File: src/rtl/param_updown_counter.sv
// param_updown_counter
//   Parametrised up/down counter with a programmable modulus,
//   synchronous clear and load (load values past the range are clamped),
//   wrap flagging, and a combinational terminal_count for cascading stages.
//
//   Configuration macro COUNTER_SATURATE_EN:
//     undefined (default) - modulo counting; wrap_pulse marks each wrap.
//     defined             - the count saturates at the bound in the current
//                           direction; wrap_pulse is tied low.
//
//   Next-state arithmetic is carried in WIDTH+1 bits, so MODULUS == 2**WIDTH
//   needs no special handling: the carry or borrow of the extended sum is the
//   bound detect.
module param_updown_counter #(
  parameter int WIDTH       = 8,
  parameter int MODULUS     = 2**WIDTH,
  parameter int RESET_VALUE = 0
) (
  input  logic             clock,
  input  logic             reset,
  input  logic             enable,
  input  logic             up_down,
  input  logic             clear,
  input  logic             load,
  input  logic [WIDTH-1:0] load_value,
  output logic [WIDTH-1:0] counter_out,
  output logic             terminal_count,
  output logic             wrap_pulse
);

  // Modulus and last legal value, widened to the internal arithmetic width.
  localparam logic [WIDTH:0]   MOD_EXT   = (WIDTH+1)'(MODULUS);
  localparam logic [WIDTH-1:0] LAST      = WIDTH'(MODULUS - 1);
  localparam logic [WIDTH-1:0] RESET_CNT = WIDTH'(RESET_VALUE);

  logic [WIDTH-1:0] cnt_q, cnt_d;
  logic [WIDTH:0]   inc_ext;
  logic [WIDTH:0]   dec_ext;
  logic             at_top;
  logic             at_bottom;
  logic             load_over;

  // Bound detection from the extended increment/decrement results.
  always_comb begin
    inc_ext   = {1'b0, cnt_q} + 1'b1;
    dec_ext   = {1'b0, cnt_q} - 1'b1;
    // The next up-step reaching MODULUS means the count sits at MODULUS-1.
    at_top    = (inc_ext == MOD_EXT);
    // A borrow out of the decrement means the count sits at zero.
    at_bottom = dec_ext[WIDTH];
    load_over = ({1'b0, load_value} >= MOD_EXT);
  end

`ifdef COUNTER_SATURATE_EN

  // Next count: clear > load > enabled count (saturating) > hold.
  always_comb begin
    // NOTE: every output of a combinational block gets a default first so no
    // path through the if/else chain leaves it unassigned (which would infer a latch).
    cnt_d = cnt_q;
    if (clear) begin
      cnt_d = '0;
    end else if (load) begin
      cnt_d = load_over ? LAST : load_value;
    end else if (enable) begin
      if (up_down) begin
        if (!at_top) cnt_d = inc_ext[WIDTH-1:0];
      end else begin
        if (!at_bottom) cnt_d = dec_ext[WIDTH-1:0];
      end
    end
  end

  // Count register with asynchronous active-low reset.
  always_ff @(posedge clock or negedge reset) begin
    // NOTE: sequential state is updated with non-blocking assignments so every
    // flop samples pre-edge values regardless of evaluation order.
    if (!reset) cnt_q <= RESET_CNT;
    else        cnt_q <= cnt_d;
  end

  assign wrap_pulse = 1'b0;

`else

  logic wrap_q, wrap_d;

  // Next count and wrap flag: clear > load > enabled count (modulo) > hold.
  always_comb begin
    // NOTE: every output of a combinational block gets a default first so no
    // path through the if/else chain leaves it unassigned (which would infer a latch).
    cnt_d  = cnt_q;
    wrap_d = 1'b0;
    if (clear) begin
      cnt_d = '0;
    end else if (load) begin
      cnt_d = load_over ? LAST : load_value;
    end else if (enable) begin
      if (up_down) begin
        if (at_top) begin
          cnt_d  = '0;
          wrap_d = 1'b1;
        end else begin
          cnt_d = inc_ext[WIDTH-1:0];
        end
      end else begin
        if (at_bottom) begin
          cnt_d  = LAST;
          wrap_d = 1'b1;
        end else begin
          cnt_d = dec_ext[WIDTH-1:0];
        end
      end
    end
  end

  // Count and wrap-pulse registers with asynchronous active-low reset.
  always_ff @(posedge clock or negedge reset) begin
    // NOTE: sequential state is updated with non-blocking assignments so every
    // flop samples pre-edge values regardless of evaluation order.
    if (!reset) begin
      cnt_q  <= RESET_CNT;
      wrap_q <= 1'b0;
    end else begin
      cnt_q  <= cnt_d;
      wrap_q <= wrap_d;
    end
  end

  assign wrap_pulse = wrap_q;

`endif

  assign counter_out = cnt_q;

  // High exactly when the next enabled edge reaches past the bound in the
  // current direction (wraps, or would wrap when saturating).
  assign terminal_count = enable & ((up_down & at_top) | (~up_down & at_bottom));

endmodule

File: config.mk
export PLATFORM = sky130hd
export DESIGN_NAME = param_updown_counter
export DESIGN_NICKNAME = d
export VERILOG_FILES = /design/src/rtl/param_updown_counter.sv
export SDC_FILE = /design/constraint.sdc
export NUM_CORES = 1
export LEC_CHECK = 0
export BUFFER_PORTS_ARGS = -buffer_cell sky130_fd_sc_hd__buf_2
export CAP_MARGIN = 20
export CORE_UTILIZATION = 53
export CTS_CLUSTER_SIZE = 16
export DETAILED_ROUTE_END_ITERATION = 6
export PLACE_DENSITY = 0.82
export SLEW_MARGIN = 40
export SYNTH_ARGS = -nofsm -noshare
export SYNTH_HDL_FRONTEND = slang
export SYNTH_SLANG_ARGS = --single-unit
File: constraint.sdc
create_clock -name clock -period 2.73 [get_ports clock]
set_input_delay 0.1365 -clock clock [delete_from_list [all_inputs] [get_ports clock]]
set_output_delay 0.1365 -clock clock [all_outputs]
set_load 0.1 [all_outputs]
==> reports/qor.yml, run 1 <==
yosys:
  synth_cells: 93
  yosysSeqAreaShare_pct: 29.17
  syn-num-nets: 110
  synth_edf_count: 0
  synth_area_um2: 772.0
  yosysUniqueCellTypes: 41
  async_reset_ff_share_pct: 100.0
  yosys_most_used_dff: "dfrtp_1"
  yosysTopAreaCellShare_pct: 29.17
  synth.largest_area_cell: "dfrtp_1"
  synth_seq_cells: 9
  ys_warn_count: 0
  avgSynthCellArea_um2: 8.301
  yosys-top-cells-area: "dfrtp_1 (29%), a21oi_1 (5.2%), ha_1 (4.9%)"
timing:
  clock.fmax_mhz: 406.2
  fin_crit_sh_pct: 90.17
  setup_viol: 0
  fin_setup_tns_ps: 0
  finalMaxSlewViolations: 0
  rsz0062_at_grt: "false"
  worstMarginPinSlew_ps: 491.5
  slew_headroom_pct: 67.46
  fin_crit_ps: 2462
  clock_skew_ps: 2.051
  hold_viol: 0
global_routing:
  grt_max_degree: 12
  antenna_found_initial: 0
  grt_pass1_vias: 640
  grtUsageTotal_pct: 29.07
  grt_pass1_wl_um: 2987
  grt-ovfl-total: 0
setup_path:
  required_ps: 2590
  slowest_stage: "dfrtp_1"
  crit_path_end_kind: "output port"
  endpoint: "terminal_count"
  crit_arrival_ps: 2330
  critPathLaunchType: "flip-flop"
  slowest_delay_ps: 490
  r2r-start: "counter_out[0]"
  ff2ff_path_depth: 6
  r2r_slack_ps: 800
  crit_start: "counter_out[0]"
  crit_chain: "inv_1, ha_1, nand2b_1, nor4_1, a21oi_1, nor2_4, buf_2"
  worstSetupPathType: "flip-flop to output port"
  path_max_fanout: 10
  r2r_end: "counter_out[4]"
placement:
  gp_congestion: 0.9138
  dp.cells: 125
  port_buffers: 23
  dp_hpwl_um: 1425
routing:
  wl_per_cell_um: 15.37
  num_vias: 800
  drt_iter0_drc: 21
  vias_per_cell: 6.154
  drtPass1Iterations: 4
  routed_wl_um: 1998
  postRouteAntennaNets: 0
  route.detailed.drc: 0
floorplanning:
  fp.dieW_um: 40.17
  core_mm2: 0.001334
  dieArea_mm2: 0.001613
  fp-row-count: 13
  die_h_um: 40.17
  start_util_pct: 57.88
  ios: 24
cells_and_area:
  final_cells: 130
  drive_above_1_share_pct: 28.70
  final_nets: 133
  area_growth_pct: 18.80
  antennaDiodeCount: 0
power:
  p_per_area_mw_per_mm2: 499.1
  vdd_drop_max_mv: 0.3921
  leakagePower_nw: 0.4097
flow_run:
  drv_cap: 0
clock_network:
  clk_pin_slew_ps: 70
  cts_tree: "yes"
  cts_made_buffers: 3
  clkLatencyLatePin_ps: 270
  h-tree-depth: 1
  cts.sinks: 9
  cts-root-buf: "clkbuf_4"
  cts_buffer_depth: 2
  cts_resized: 0
min_path:
  holdCritPathClass: "input port to flip-flop"
  worstHoldStart: "load_value[2]"
outcome:
  outcome: "finished, final reports clean"
layer usage:
metal	part of all wire (%)	GRT usage [%]	up-vias
met5	0	0	-
met4	1.4	10.34	0
met3	4.6	5.556	2
met2	48	46.77	27
met1	46	38.13	374
li1	-	-	397
cell type report:
| class | instances | area [µm²] |
|---|---|---|
| well taps | 15 | 18.77 |
| multi-input cells | 71 | 495.5 |
| flip-flops and latches | 9 | 225.2 |
| clock buffers | 4 | 26.28 |
| repair buffers | 24 | 125.1 |
| inverters | 7 | 26.28 |
| fillers | 119 | 416.7 |
cell usage after synthesis, drive strengths merged, types with 3 or more instances:
cell,n
nor2,8
clkbuf,3
buf,3
xnor2,3
nor3,3
nand3,5
or3,3
inv,7
ha,3
nand2,3
a21oi,8
dfrtp,9
flip-flops by register name, summed over array words and instances, names as in the netlist:
register / flops
counter_out: 8
wrap_pulse: 1
cells by family (layout without fill, tap and decap cells):
kind of cell / count (synthesis) / after routing / share of synthesized area [%]
xor+xnor: 4 / 4 / 4.539
mux: 1 / 1 / 1.459
compound gates: 27 / 27 / 26.26
simple gates: 36 / 36 / 26.09
flops: 9 / 9 / 29.17
buf+inv: 13 / 35 / 7.618
fa+ha+maj: 3 / 3 / 4.863
power breakdown:
| group | total, mW | switching, mW | internal [mW] |
|---|---|---|---|
| registers | 0.163 | 0.0205 | 0.142 |
| clock network | 0.115 | 0.0581 | 0.0567 |
| logic | 0.180 | 0.130 | 0.0498 |
| total | 0.458 | 0.209 | 0.249 |
cell usage in the layout (no fill, tap or decap), drive strengths merged, types with 2 or more instances in the layout:
master | netlist | final
dfrtp | 9 | 9
or3 | 3 | 3
nor2 | 8 | 8
or2 | 2 | 2
o41a | 2 | 2
inv | 7 | 7
nand4 | 2 | 2
and3 | 2 | 2
or4 | 2 | 2
a211oi | 2 | 2
nand3 | 5 | 5
a31oi | 2 | 2
nand2 | 3 | 3
nor3b | 2 | 2
o21ai | 2 | 2
nor3 | 3 | 3
clkbuf | 3 | 4
ha | 3 | 3
buf | 3 | 23
xnor2 | 3 | 3
a21oi | 8 | 8
o31ai | 2 | 2
worst min path at each step:
stage / cells after the start / end
finish: 3 / counter_out[2]
global route: 3 / counter_out[4]
CTS: 3 / counter_out[4]
detailed placement: 1 / counter_out[5]
global placement: 1 / counter_out[5]
floorplan: 0 / counter_out[0]
through the flow:
stage / setup slack, ps / hold WS (ps) / power [mW] / cell area, µm² / util [%]
floorplan: 198.2 / -159.1 / 0.3082 / 779.5 / -
global placement: 627.6 / 5.185 / 0.3407 / 880.8 / 66.04
detailed placement: 598.6 / 9.019 / 0.3427 / 880.8 / 66.04
CTS: 301.2 / 117.3 / 0.4573 / 917.1 / 68.76
global route: 192.3 / 137.4 / 0.4762 / 917.1 / 68.76
finish: 268.4 / 122.4 / 0.4578 / 917.1 / 68.76
timing repair:
| action | in CTS | in global routing |
|---|---|---|
| endpoints found under the hold margin | 9 | 0 |
| buffers inserted | 0 | 0 |
| hold buffers | 1 | 0 |
critical path, delay by kind of cell, from the launching register on:
kind	cells	cell delay, ps
buffers and inverters	2	600
and+or+nand+nor	3	570
DFF	1	490
adders and majority gates	1	260
AOI/OAI and AO/OA	1	150
(Power assumes the default switching activity.)
==> run 2, diff against run 1 <==
- REMOVE_ABC_BUFFERS: unset -> 1
==> run 2 against run 1 <==
Net effect:
- clock power shrank 3%
- sequential power is essentially flat
- total power is 0.81% lower
- largest cell class unchanged
==> reports/qor.yml, run 2 (synthesized netlist as in run 1, its figures left out) <==
timing:
  slew_headroom_pct: 67.67
  hold_viol: 0
  clock.fmax_mhz: 413.7
  setup_slack_ps: 312.7
  fin_crit_ps: 2417
  worstMarginPinSlew_ps: 488.4
  fin_crit_sh_pct: 88.54
  rsz0062_at_grt: "false"
  finalMaxSlewViolations: 0
  setup_viol: 0
  clock_skew_ps: 3.627
  fin_hold_ws_ps: 127.8
power:
  p_comb_share_pct: 39.2
  leakagePower_nw: 0.4097
  p_per_area_mw_per_mm2: 499.1
  p_clk_share_pct: 24.5
  vdd_drop_max_mv: 0.2675
  power_switching_mw: 0.2053
  p_seq_share_pct: 36.3
  finalPower_mw: 0.4540
  p_int_mw: 0.2487
  switching_share_pct: 45.22
routing:
  drtPass1Iterations: 4
  postRouteAntennaNets: 0
  route.detailed.drc: 0
  routed_wl_um: 2031
  drt_iter0_drc: 17
  vias_per_cell: 6.100
  wl_per_cell_um: 15.62
  num_vias: 793
setup_path:
  path_max_fanout: 10
  crit_chain: "inv_1, ha_1, nand2b_1, nor4_1, a21oi_1, nor2_1, buf_2"
  crit_arrival_ps: 2280
  slowest_stage: "dfrtp_1"
  r2r-start: "counter_out[0]"
  critPathLaunchType: "flip-flop"
  crit_start: "counter_out[0]"
  ff2ff_path_depth: 6
  worstSetupPathType: "flip-flop to output port"
  required_ps: 2590
  cp.depth: 7
  slowest_delay_ps: 500
  r2r_slack_ps: 760
  r2r_end: "counter_out[4]"
  path_delay_family: "buffers and inverters"
  crit_path_end_kind: "output port"
  crit_buf_inv: 2
clock_network:
  clkLatencyLatePin_ps: 270
  cts_buffer_depth: 2
  cts_made_buffers: 3
  cts.sinks: 9
  cts_tree: "yes"
  post_cts_buffers: 0
  cts_resized: 0
  clk_pin_slew_ps: 70
  cts-root-buf: "clkbuf_4"
  ctsHoldBuffers: 1
  h-tree-depth: 1
placement:
  port_buffers: 23
  dpl_cell_area_um2: 873.3
  dp_slack_ps: 651.9
  gp_congestion: 0.9326
  dp_hpwl_um: 1448
  dp.cells: 125
cells_and_area:
  layout_commonest_cell: "buf_2"
  fin_area_um2: 909.6
  final_nets: 133
  drive_above_1_share_pct: 27.83
  layout_common_cells: "buf_2 (23), dfrtp_1 (9), nor2_1 (8), a21oi_1 (8)"
  area_growth_pct: 17.83
  antennaDiodeCount: 0
  final_cells: 130
  largest_reg_flops: 8
  nFillCells: 121
floorplanning:
  fp-row-count: 13
  core_mm2: 0.001334
  die_h_um: 40.17
  fp.dieW_um: 40.17
  dieArea_mm2: 0.001613
  start_util_pct: 57.88
  ios: 24
global_routing:
  grt_pass1_wl_um: 3374
  grtUsageTotal_pct: 32.14
  grt_pass1_vias: 755
  antenna_found_initial: 0
  grt_max_degree: 12
  grt-ovfl-total: 0
outcome:
  outcome: "finished, final reports clean"
min_path:
  hold_path_depth: 3
  whs_endpoint: "counter_out[4]"
  worstHoldStart: "load_value[4]"
  holdCritPathClass: "input port to flip-flop"
flow_run:
  drv_cap: 0
==> run 2: cell types whose count changed in the layout (fill, tap and decap cells not counted) <==
cell / delta
nor2_4: -1
nor2_1: +1
==> run 2: cell type report <==
class / instances / area, µm² / area share [%]
timing repair buffer: 24 / 125.1 / 13.76
sequential: 9 / 225.2 / 24.76
inverter: 7 / 26.28 / 2.889
clock buffer: 4 / 26.28 / 2.889
multi-input combinational: 71 / 488.0 / 53.65
tap: 15 / 18.77 / 2.063
==> run 2: through the flow <==
stage | utilization [%] | setup TNS [ps]
floorplan | - | -444.8
global placement | 65.48 | 0
detailed placement | 65.48 | 0
CTS | 68.20 | 0
global route | 68.20 | 0
finish | 68.20 | 0
==> run 2: worst max-delay path by stage <==
stage                           to  slack [ps]
finish              terminal_count         310
global placement    terminal_count         680
floorplan           terminal_count        -440
detailed placement  terminal_count         650
global route        terminal_count         110
CTS                 terminal_count         350
==> run 2: power groups by stage <==
stage / sequential, mW / clock [mW] / combinational [mW]
floorplan: 0.230 / 0 / 0.0666
global placement: 0.165 / 0 / 0.173
detailed placement: 0.167 / 0 / 0.176
CTS: 0.164 / 0.110 / 0.178
global route: 0.167 / 0.116 / 0.191
finish: 0.165 / 0.111 / 0.178
==> run 2: tightest hold or removal path, stage by stage <==
cell	delay (ps)
buf_2	90
nor2_1	80
a211oi_1	50
==> run 2: routing by layer <==
metal  GRT usage (%)  wire length, µm
met3           3.889              113
met4           15.52               30
met2           54.03              962
met5               0                0
met1           40.07              925
==> run 3, diff against run 2 <==
- PLACE_DENSITY: 0.82 -> 0.85
- SKIP_LAST_GASP: unset -> 1
==> run 3 against run 2 <==
Net effect:
- register-to-register slack better by 30 ps
- routed wire length fell by 2.2%
- total power down 1.2%
- largest cell class unchanged
- utilization unchanged
- clock skew rose by 8.1 ps
- worst hold slack worse by 0.87 ps
- critical path depth is the same
- cell count unchanged
- sequential power is essentially flat
==> reports/qor.yml, run 3 (synthesized netlist as in run 1, its figures left out) <==
timing:
  setup_viol: 0
  worstMarginPinSlew_ps: 484.8
  fin_crit_sh_pct: 88.08
  slew_headroom_pct: 67.90
  rsz0062_at_grt: "false"
  clock.fmax_mhz: 415.9
  fin_crit_ps: 2405
  clock_skew_ps: 11.72
  fin_hold_ws_ps: 126.9
  hold_viol: 0
  finalMaxSlewViolations: 0
floorplanning:
  start_util_pct: 57.88
  core_mm2: 0.001334
  dieArea_mm2: 0.001613
  fp-row-count: 13
  fp.dieW_um: 40.17
  die_h_um: 40.17
  ios: 24
setup_path:
  critPathLaunchType: "flip-flop"
  crit_arrival_ps: 2270
  path_max_fanout: 10
  required_ps: 2590
  crit_path_end_kind: "output port"
  worstSetupPathType: "flip-flop to output port"
routing:
  postRouteAntennaNets: 0
  drt_iter0_drc: 35
  drtPass1Iterations: 4
  wl_per_cell_um: 15.28
  num_vias: 820
  route.detailed.drc: 0
  routed_wl_um: 1986
  vias_per_cell: 6.308
outcome:
  outcome: "finished, final reports clean"
cells_and_area:
  nFillCells: 115
  final_nets: 133
  antennaDiodeCount: 0
  drive_above_1_share_pct: 27.83
  largest_reg_flops: 8
  layout_commonest_cell: "buf_2"
  layout_common_cells: "buf_2 (23), dfrtp_1 (9), nor2_1 (8), a21oi_1 (8)"
  fin_area_um2: 909.6
  area_growth_pct: 17.83
clock_network:
  cts_made_buffers: 3
  cts_tree: "yes"
  cts_buffer_depth: 2
  h-tree-depth: 1
  clkLatencyLatePin_ps: 270
  cts-root-buf: "clkbuf_4"
  post_cts_buffers: 0
  ctsHoldBuffers: 1
  cts.sinks: 9
  clk_pin_slew_ps: 70
  cts_resized: 0
placement:
  gp_congestion: 0.9605
  dpl_cell_area_um2: 873.3
  port_buffers: 23
  dp_hpwl_um: 1468
power:
  vdd_drop_max_mv: 0.2329
  p_per_area_mw_per_mm2: 493.0
  leakagePower_nw: 0.4097
global_routing:
  grtUsageTotal_pct: 29.40
  antenna_found_initial: 0
  grt-ovfl-total: 0
  grt_max_degree: 12
  grt_pass1_wl_um: 3036
  grt_pass1_vias: 677
min_path:
  holdCritPathClass: "input port to flip-flop"
flow_run:
  drv_cap: 0
run 3: cell counts in the layout (fill, tap and decap cells not counted):
Identical to the previous run, type by type.
run 3: cell type report:
cell class | count | area [µm²] | area share, %
clock buffer | 4 | 26.28 | 2.889
inverter | 7 | 26.28 | 2.889
multi-input combinational | 71 | 488.0 | 53.65
sequential | 9 | 225.2 | 24.76
tap | 15 | 18.77 | 2.063
timing repair buffer | 24 | 125.1 | 13.76
run 3: worst max-delay path, cell delays in order (launching register included):
cell      delay, ps
dfrtp_1         500
inv_1           170
ha_1            260
nand2b_1        100
nor4_1          380
a21oi_1          90
nor2_1           90
buf_2           430
run 3: stage by stage:
step                std cells  worst slack (ps)  util, %  TNS, ps  power (mW)
floorplan                  87            -444.8        -   -444.8      0.2969
global placement          125             668.5    65.48        0      0.3392
detailed placement        125             634.1    65.48        0      0.3427
CTS                       130             343.4    68.20        0      0.4507
global route              130             142.9    68.20        0      0.4713
finish                    130             325.4    68.20        0      0.4484
run 3: final timing paths:
check / from / to / slack (ps) / depth (start not counted)
max: counter_out[0] / terminal_count / 330 / 7
min: load_value[4] / counter_out[4] / 130 / 3
max reg2reg: counter_out[0] / counter_out[3] / 790 / 6
min reg2reg: counter_out[4] / counter_out[4] / 660 / 2
max in group asynchronous: reset / counter_out[7] / 2290 / 2
min in group asynchronous: reset / counter_out[3] / 240 / 2
run 3: power breakdown:
part           switching [mW]  internal (mW)  leakage (nW)
Clock                  0.0494         0.0564        0.0150
Combinational           0.129         0.0497         0.277
Sequential             0.0216          0.143         0.118
run 3: routing by layer:
| metal | vias up | routed length [µm] | global-route usage, % |
|---|---|---|---|
| met2 | 39 | 1018 | 50.81 |
| met1 | 385 | 785 | 34.12 |
| met5 | - | 0 | 0 |
| li1 | 394 | - | - |
| met4 | 0 | 12 | 7.759 |
| met3 | 2 | 169 | 10.00 |
